$ cat src/rtl/wb_port_arbiter_if.sv
// Bus bundle for wb_port_arbiter: two write requesters, stall input and the
// register-file write port with its contention counter.
interface wb_port_arbiter_if #(
    parameter int unsigned ADDR_W = 5,
    parameter int unsigned DATA_W = 32
);
    logic              a_valid;
    logic              a_ready;
    logic [ADDR_W-1:0] a_addr;
    logic [DATA_W-1:0] a_data;
    logic              b_valid;
    logic              b_ready;
    logic [ADDR_W-1:0] b_addr;
    logic [DATA_W-1:0] b_data;
    logic              wr_stall;
    logic              wr_en;
    logic [ADDR_W-1:0] wr_addr;
    logic [DATA_W-1:0] wr_data;
    logic              sel;
    logic [7:0]        conflict_cnt;

    modport master (
        output a_valid, a_addr, a_data, b_valid, b_addr, b_data, wr_stall,
        input  a_ready, b_ready, wr_en, wr_addr, wr_data, sel, conflict_cnt
    );

    modport slave (
        input  a_valid, a_addr, a_data, b_valid, b_addr, b_data, wr_stall,
        output a_ready, b_ready, wr_en, wr_addr, wr_data, sel, conflict_cnt
    );
endinterface

$ cat src/rtl/wb_port_arbiter.sv
// Two-requester register-file write-port arbiter with alternating tie priority,
// one-cycle registered write beat and a saturating contention counter.
module wb_port_arbiter #(
    parameter int unsigned ADDR_W = 5,
    parameter int unsigned DATA_W = 32
) (
    input logic             Clk,
    input logic             Reset_n,
    wb_port_arbiter_if.slave bus
);
    typedef enum logic [0:0] {StPriA, StPriB} state_e;

    state_e            state_q, state_d;
    logic              grant_a, grant_b;
    logic              wr_en_q, wr_en_d;
    logic [ADDR_W-1:0] wr_addr_q, wr_addr_d;
    logic [DATA_W-1:0] wr_data_q, wr_data_d;
    logic              sel_q, sel_d;
    logic [7:0]        cnt_q, cnt_d;

    // Grant decision; readies stay low in reset and while the port is stalled.
    always_comb begin
        grant_a = 1'b0;
        grant_b = 1'b0;
        state_d = state_q;
        if (Reset_n && !bus.wr_stall) begin
            unique case (state_q)
                StPriA: begin
                    if (bus.a_valid) begin
                        grant_a = 1'b1;
                        state_d = StPriB;
                    end else if (bus.b_valid) begin
                        grant_b = 1'b1;
                    end
                end
                StPriB: begin
                    if (bus.b_valid) begin
                        grant_b = 1'b1;
                        state_d = StPriA;
                    end else if (bus.a_valid) begin
                        grant_a = 1'b1;
                    end
                end
                default: state_d = StPriA;
            endcase
        end
    end

    always_comb begin
        wr_en_d   = 1'b0;
        wr_addr_d = wr_addr_q;
        wr_data_d = wr_data_q;
        sel_d     = sel_q;
        cnt_d     = cnt_q;
        // Register 0 is hardwired: the beat is consumed but never strobed.
        if (grant_a) begin
            wr_en_d   = (bus.a_addr != '0);
            wr_addr_d = bus.a_addr;
            wr_data_d = bus.a_data;
            sel_d     = 1'b0;
        end else if (grant_b) begin
            wr_en_d   = (bus.b_addr != '0);
            wr_addr_d = bus.b_addr;
            wr_data_d = bus.b_data;
            sel_d     = 1'b1;
        end
        // Both valid always leaves one requester waiting, so it counts as contention.
        if (bus.a_valid && bus.b_valid && (cnt_q != 8'hFF)) begin
            cnt_d = cnt_q + 8'd1;
        end
    end

    always_ff @(posedge Clk or negedge Reset_n) begin
        if (!Reset_n) begin
            state_q   <= StPriA;
            wr_en_q   <= 1'b0;
            wr_addr_q <= '0;
            wr_data_q <= '0;
            sel_q     <= 1'b0;
            cnt_q     <= 8'd0;
        end else begin
            state_q   <= state_d;
            wr_en_q   <= wr_en_d;
            wr_addr_q <= wr_addr_d;
            wr_data_q <= wr_data_d;
            sel_q     <= sel_d;
            cnt_q     <= cnt_d;
        end
    end

    assign bus.a_ready      = grant_a;
    assign bus.b_ready      = grant_b;
    assign bus.wr_en        = wr_en_q;
    assign bus.wr_addr      = wr_addr_q;
    assign bus.wr_data      = wr_data_q;
    assign bus.sel          = sel_q;
    assign bus.conflict_cnt = cnt_q;
endmodule

$ cat src/flat_wrapper.sv
// flat-port wrapper written by rule: the top's interface ports become plain ports
module wb_port_arbiter_flat 
#(
    parameter int unsigned ADDR_W = 5,
    parameter int unsigned DATA_W = 32
)
  (Clk, Reset_n, bus_a_valid, bus_a_addr, bus_a_data, bus_b_valid, bus_b_addr, bus_b_data, bus_wr_stall, bus_a_ready, bus_b_ready, bus_wr_en, bus_wr_addr, bus_wr_data, bus_sel, bus_conflict_cnt);
  wb_port_arbiter_if #(.ADDR_W(ADDR_W), .DATA_W(DATA_W)) bus_i ();
  input logic Clk;
  input logic Reset_n;
  input wire logic [$bits(bus_i.a_valid)-1:0] bus_a_valid;
  input wire logic [$bits(bus_i.a_addr)-1:0] bus_a_addr;
  input wire logic [$bits(bus_i.a_data)-1:0] bus_a_data;
  input wire logic [$bits(bus_i.b_valid)-1:0] bus_b_valid;
  input wire logic [$bits(bus_i.b_addr)-1:0] bus_b_addr;
  input wire logic [$bits(bus_i.b_data)-1:0] bus_b_data;
  input wire logic [$bits(bus_i.wr_stall)-1:0] bus_wr_stall;
  output wire logic [$bits(bus_i.a_ready)-1:0] bus_a_ready;
  output wire logic [$bits(bus_i.b_ready)-1:0] bus_b_ready;
  output wire logic [$bits(bus_i.wr_en)-1:0] bus_wr_en;
  output wire logic [$bits(bus_i.wr_addr)-1:0] bus_wr_addr;
  output wire logic [$bits(bus_i.wr_data)-1:0] bus_wr_data;
  output wire logic [$bits(bus_i.sel)-1:0] bus_sel;
  output wire logic [$bits(bus_i.conflict_cnt)-1:0] bus_conflict_cnt;
  assign bus_i.a_valid = bus_a_valid;
  assign bus_i.a_addr = bus_a_addr;
  assign bus_i.a_data = bus_a_data;
  assign bus_i.b_valid = bus_b_valid;
  assign bus_i.b_addr = bus_b_addr;
  assign bus_i.b_data = bus_b_data;
  assign bus_i.wr_stall = bus_wr_stall;
  assign bus_a_ready = bus_i.a_ready;
  assign bus_b_ready = bus_i.b_ready;
  assign bus_wr_en = bus_i.wr_en;
  assign bus_wr_addr = bus_i.wr_addr;
  assign bus_wr_data = bus_i.wr_data;
  assign bus_sel = bus_i.sel;
  assign bus_conflict_cnt = bus_i.conflict_cnt;
  wb_port_arbiter #(.ADDR_W(ADDR_W), .DATA_W(DATA_W)) u_core (.Clk(Clk), .Reset_n(Reset_n), .bus(bus_i));
endmodule
$ cat config.mk
export PLATFORM = sky130hd
export DESIGN_NAME = wb_port_arbiter_flat
export DESIGN_NICKNAME = d
export VERILOG_FILES = /design/src/rtl/wb_port_arbiter_if.sv /design/src/rtl/wb_port_arbiter.sv /design/src/flat_wrapper.sv
export SDC_FILE = /design/constraint.sdc
export NUM_CORES = 1
export LEC_CHECK = 0
export ABC_AREA = 0
export CAP_MARGIN = 30
export CORE_ASPECT_RATIO = 1.4
export CORE_MARGIN = 2
export CORE_UTILIZATION = 41
export CTS_CLUSTER_DIAMETER = 80
export CTS_CLUSTER_SIZE = 16
export DETAILED_ROUTE_END_ITERATION = 10
export PLACE_DENSITY = 0.8
export SYNTH_ARGS = -nofsm -noshare
export SYNTH_HDL_FRONTEND = slang
export SYNTH_SLANG_ARGS = --single-unit
$ cat constraint.sdc
create_clock -name Clk -period 2.06 [get_ports Clk]
set_clock_uncertainty 0.2 [all_clocks]
set_input_delay 0.309 -clock Clk [delete_from_list [all_inputs] [get_ports Clk]]
set_output_delay 0.309 -clock Clk [all_outputs]
set_load 0.01 [all_outputs]
==> run_results.csv <==
group,metric,value,unit
synth,yosysWarningCount,0,
final_layout,antenna_cells,0,
die,fp.coreArea,0.00648,mm²
placed_design,place.gp.congestion,0.832,
detailed_routing,remaining_antenna_violation_count_after_routing,0,
sta,finalWorstSetupSlack,0.0979,ns
synth,post_synth.cell_area_avg,10.5,µm²
detailed_routing,dr.pass1.iters,4,
detailed_routing,vias,2587,
die,io-pin-count,128,
final_layout,filler_cell_count,527,
die,floorplan.initialDensity,41.9,%
pwr,report.power.total,3.33,mW
die,floorplan.die_area,0.00730,mm²
detailed_routing,drt-wirelength-per-cell,16.4,µm
worst_setup_path,cp_data_required_time,1.55,ns
sta,hold_viol,0,
placed_design,postPlaceCellArea,0.00415,mm²
global_routing,antenna_found_initial,0,
clock_network,cts_buffer_depth,2,
sta,relSlewSlack,59.4,%
clock_network,tritoncts.num_buffers,5,
detailed_routing,detailedRoute.firstIterationViolations,83,
pwr,cellPowerDensity,775,mW/mm²
die,std_cell_rows,35,
die,die_width,72.8,µm
final_layout,syn2layout_area_growth,58.3,%
placed_design,dp.final_hpwl,5540,µm
worst_setup_path,crit_path_max_fanout,3,
worst_hold_path,hold_path.class,"in2async",
synth,syn_nets,338,
global_routing,grt_pass1_vias,2634,
sta,timing.final.crit_share,95.2,%
sta,maxClockFrequency,510,MHz
synth,synth.yosys.seq_area_share,44.3,%
clock_network,clk_root_buffer_cell,"sky130_fd_sc_hd__clkbuf_8",
worst_setup_path,worst_setup_path_start_kind,"input pin",
synth,netlist_instances,258,
pwr,vdd_drop_max,0.388,mV
flow_run,cap_violations,0,
placed_design,port-buffer-count,127,
worst_setup_path,critical_path_arrival,1.45,ns
clock_network,htree_levels,2,
detailed_routing,route.final.wire_length,7690,µm
die,die_height,100,µm
clock_network,insertion_delay,0.29,ns
placed_design,place_ws,-0.147,ns
global_routing,gr-usage-all-layers,21.6,%
sta,timing.final.max_slew_violations,0,
pwr,p_leak,1.77,nW
synth,synth.cell_area,0.00271,mm²
detailed_routing,detail_route.vias_per_cell,5.53,
global_routing,globalRouteOverflowTotal,0,
global_routing,grt_first_pass_wirelength,12500,µm
sta,period_minus_slack,1.96,ns
status,outcome,"finished clean",
detailed_routing,drc_violations,0,
clock_network,clock-sinks,48,
sta,grt_setup_unrepaired,"no",
worst_setup_path,critPathCaptureType,"primary output",
final_layout,proportion_of_layout_cells_with_a_drive_suffix_above_1,17.3,%
synth,ys_seq_elements,48,
final_layout,finalNetCount,474,
worst_setup_path,timing_worst_setup_path_type,"in2out",
sta,report.final.setup_viol,0,
clock_network,worst_setup_hold_path_clk_slew,0.09,ns
synth,post_synth_num_cell_types,42,
clock_network,tritoncts,"built",
global_routing,maximum_number_of_pins_on_one_net_before_global_route_repair,48,
final_layout,finalInstanceArea,0.00430,mm²
sta,worstMarginPinSlew,0.609,ns
clock_network,cts.repair_timing.setup_buffer_count,0,
final_layout,postLayoutCoreUtil,66.3,%
## stage by stage
stage	hold slack [ns]	setup TNS, ns	cells
after floorplan	-0.187	0	258
after global placement	-0.0822	-1.22	459
after detailed placement	-0.0813	-1.92	459
after CTS	0.166	0	468
after global routing	0.183	0	468
final	0.181	0	468
## state kept, by name, summed over array words and instances, names as in the netlist
signal,cells
u_core.bus.conflict_cnt,8
u_core.bus.wr_data,32
u_core.state_q,1
u_core.bus.wr_addr,5
u_core.bus.wr_en,1
u_core.bus.sel,1
## critical path, stage by stage
cell                              delay, ns
sky130_fd_sc_hd__clkdlybuf4s50_1       0.49
sky130_fd_sc_hd__and2b_1               0.20
sky130_fd_sc_hd__nand3_1               0.12
sky130_fd_sc_hd__inv_2                 0.05
sky130_fd_sc_hd__dlygate4sd2_1         0.28
## worst paths after layout
| kind | startpoint | endpoint | slack, ns | cells past startpoint |
|---|---|---|---|---|
| min reg2reg | u_core.bus.sel$_DFFE_PN0P_ | u_core.bus.sel$_DFFE_PN0P_ | 0.32 | 1 |
| max reg2reg | u_core.bus.conflict_cnt[0]$_DFFE_PN0P_ | u_core.bus.conflict_cnt[5]$_DFFE_PN0P_ | 0.29 | 5 |
| min in group Clk | u_core.bus.sel$_DFFE_PN0P_ | u_core.bus.sel$_DFFE_PN0P_ | 0.32 | 1 |
| min | Reset_n | u_core.state_q$_DFFE_PN0P_ | 0.18 | 2 |
| max in group asynchronous | Reset_n | u_core.bus.wr_data[7]$_DFFE_PN0P_ | 0.73 | 3 |
| max | bus_wr_stall | bus_b_ready | 0.1 | 5 |
## cell families after synthesis
group / synth area share, %
simple gates: 13.5
compound gates: 29.2
xor+xnor: 0.646
mux: 1.75
fa+ha+maj: 0.461
buf+inv: 10.2
flops: 44.3
## cells in the final DEF, fill, tap and decap left out, types with 2 or more instances in the layout
cell type,n
sky130_fd_sc_hd__a221o_1,3
sky130_fd_sc_hd__a31oi_1,3
sky130_fd_sc_hd__and2_1,2
sky130_fd_sc_hd__and3_1,4
sky130_fd_sc_hd__buf_12,4
sky130_fd_sc_hd__buf_4,17
sky130_fd_sc_hd__bufinv_16,2
sky130_fd_sc_hd__clkbuf_8,5
sky130_fd_sc_hd__clkdlybuf4s50_1,124
sky130_fd_sc_hd__dfrtp_1,48
sky130_fd_sc_hd__dlygate4sd2_1,2
sky130_fd_sc_hd__dlygate4sd3_1,2
sky130_fd_sc_hd__inv_1,34
sky130_fd_sc_hd__mux2_1,2
sky130_fd_sc_hd__nand2_1,2
sky130_fd_sc_hd__nand2b_1,2
sky130_fd_sc_hd__nand3_1,37
sky130_fd_sc_hd__nand4_1,2
sky130_fd_sc_hd__nor2_1,5
sky130_fd_sc_hd__nor3b_1,3
sky130_fd_sc_hd__o21a_1,2
sky130_fd_sc_hd__o21ai_0,33
sky130_fd_sc_hd__o311ai_1,4
sky130_fd_sc_hd__o311ai_2,29
sky130_fd_sc_hd__or4_1,2
## what timing repair did
item,in CTS,in global routing
endpoints found under the hold margin,1,0
setup endpoints to repair,2,0
hold buffers,2,0
resized for setup,3,0
## final cells by class
type	count	area, µm²	share of cell area (%)
Multi-Input combinational cell	153	1240	29.0
Sequential cell	48	1200	28.0
Timing Repair Buffer	150	1490	34.7
Clock inverter	2	60.1	1.40
Inverter	36	138	3.20
Clock buffer	5	68.8	1.60
Tap cell	74	92.6	2.15
## routing by layer
layer	up-vias	track usage [%]	routed length [µm]
met2	102	36.8	4030
met3	8	4.92	485
met1	1258	27.6	3110
met5	-	0	0
li1	1219	-	-
met4	0	5.56	68
## cells in the mapped netlist, drive strengths merged
master	count	area [µm²]
and3	4	25.0
clkbuf	10	37.5
xor2	1	8.76
o21bai	1	7.51
o21a	2	15.0
nor2	6	25.0
o22ai	1	6.26
and2b	1	7.51
nor4b	1	15.0
o311ai	33	507
a21oi	1	5.00
nor3b	3	22.5
o2111ai	1	8.76
and2	2	12.5
mux2	3	37.5
dfrtp	48	1200
nand4	2	12.5
a41oi	1	8.76
and3b	1	8.76
a31oi	3	18.8
buf	11	101
inv	36	138
mux2i	1	10.0
nand3	37	185
a221o	3	30.0
ha	1	12.5
xnor2	1	8.76
or4	2	15.0
nand2b	2	12.5
o21ai	34	174
o221a	1	11.3
nand2	4	25.0
## report_power, final
| group | leakage [nW] | internal [mW] | switching (mW) |
|---|---|---|---|
| Clock | 0.0642 | 0.478 | 0.316 |
| Sequential | 0.571 | 1.14 | 0.163 |
| Combinational | 1.13 | 0.728 | 0.505 |
| Total | 1.77 | 2.35 | 0.983 |
Note: power is estimated with default switching activity, not from simulation.
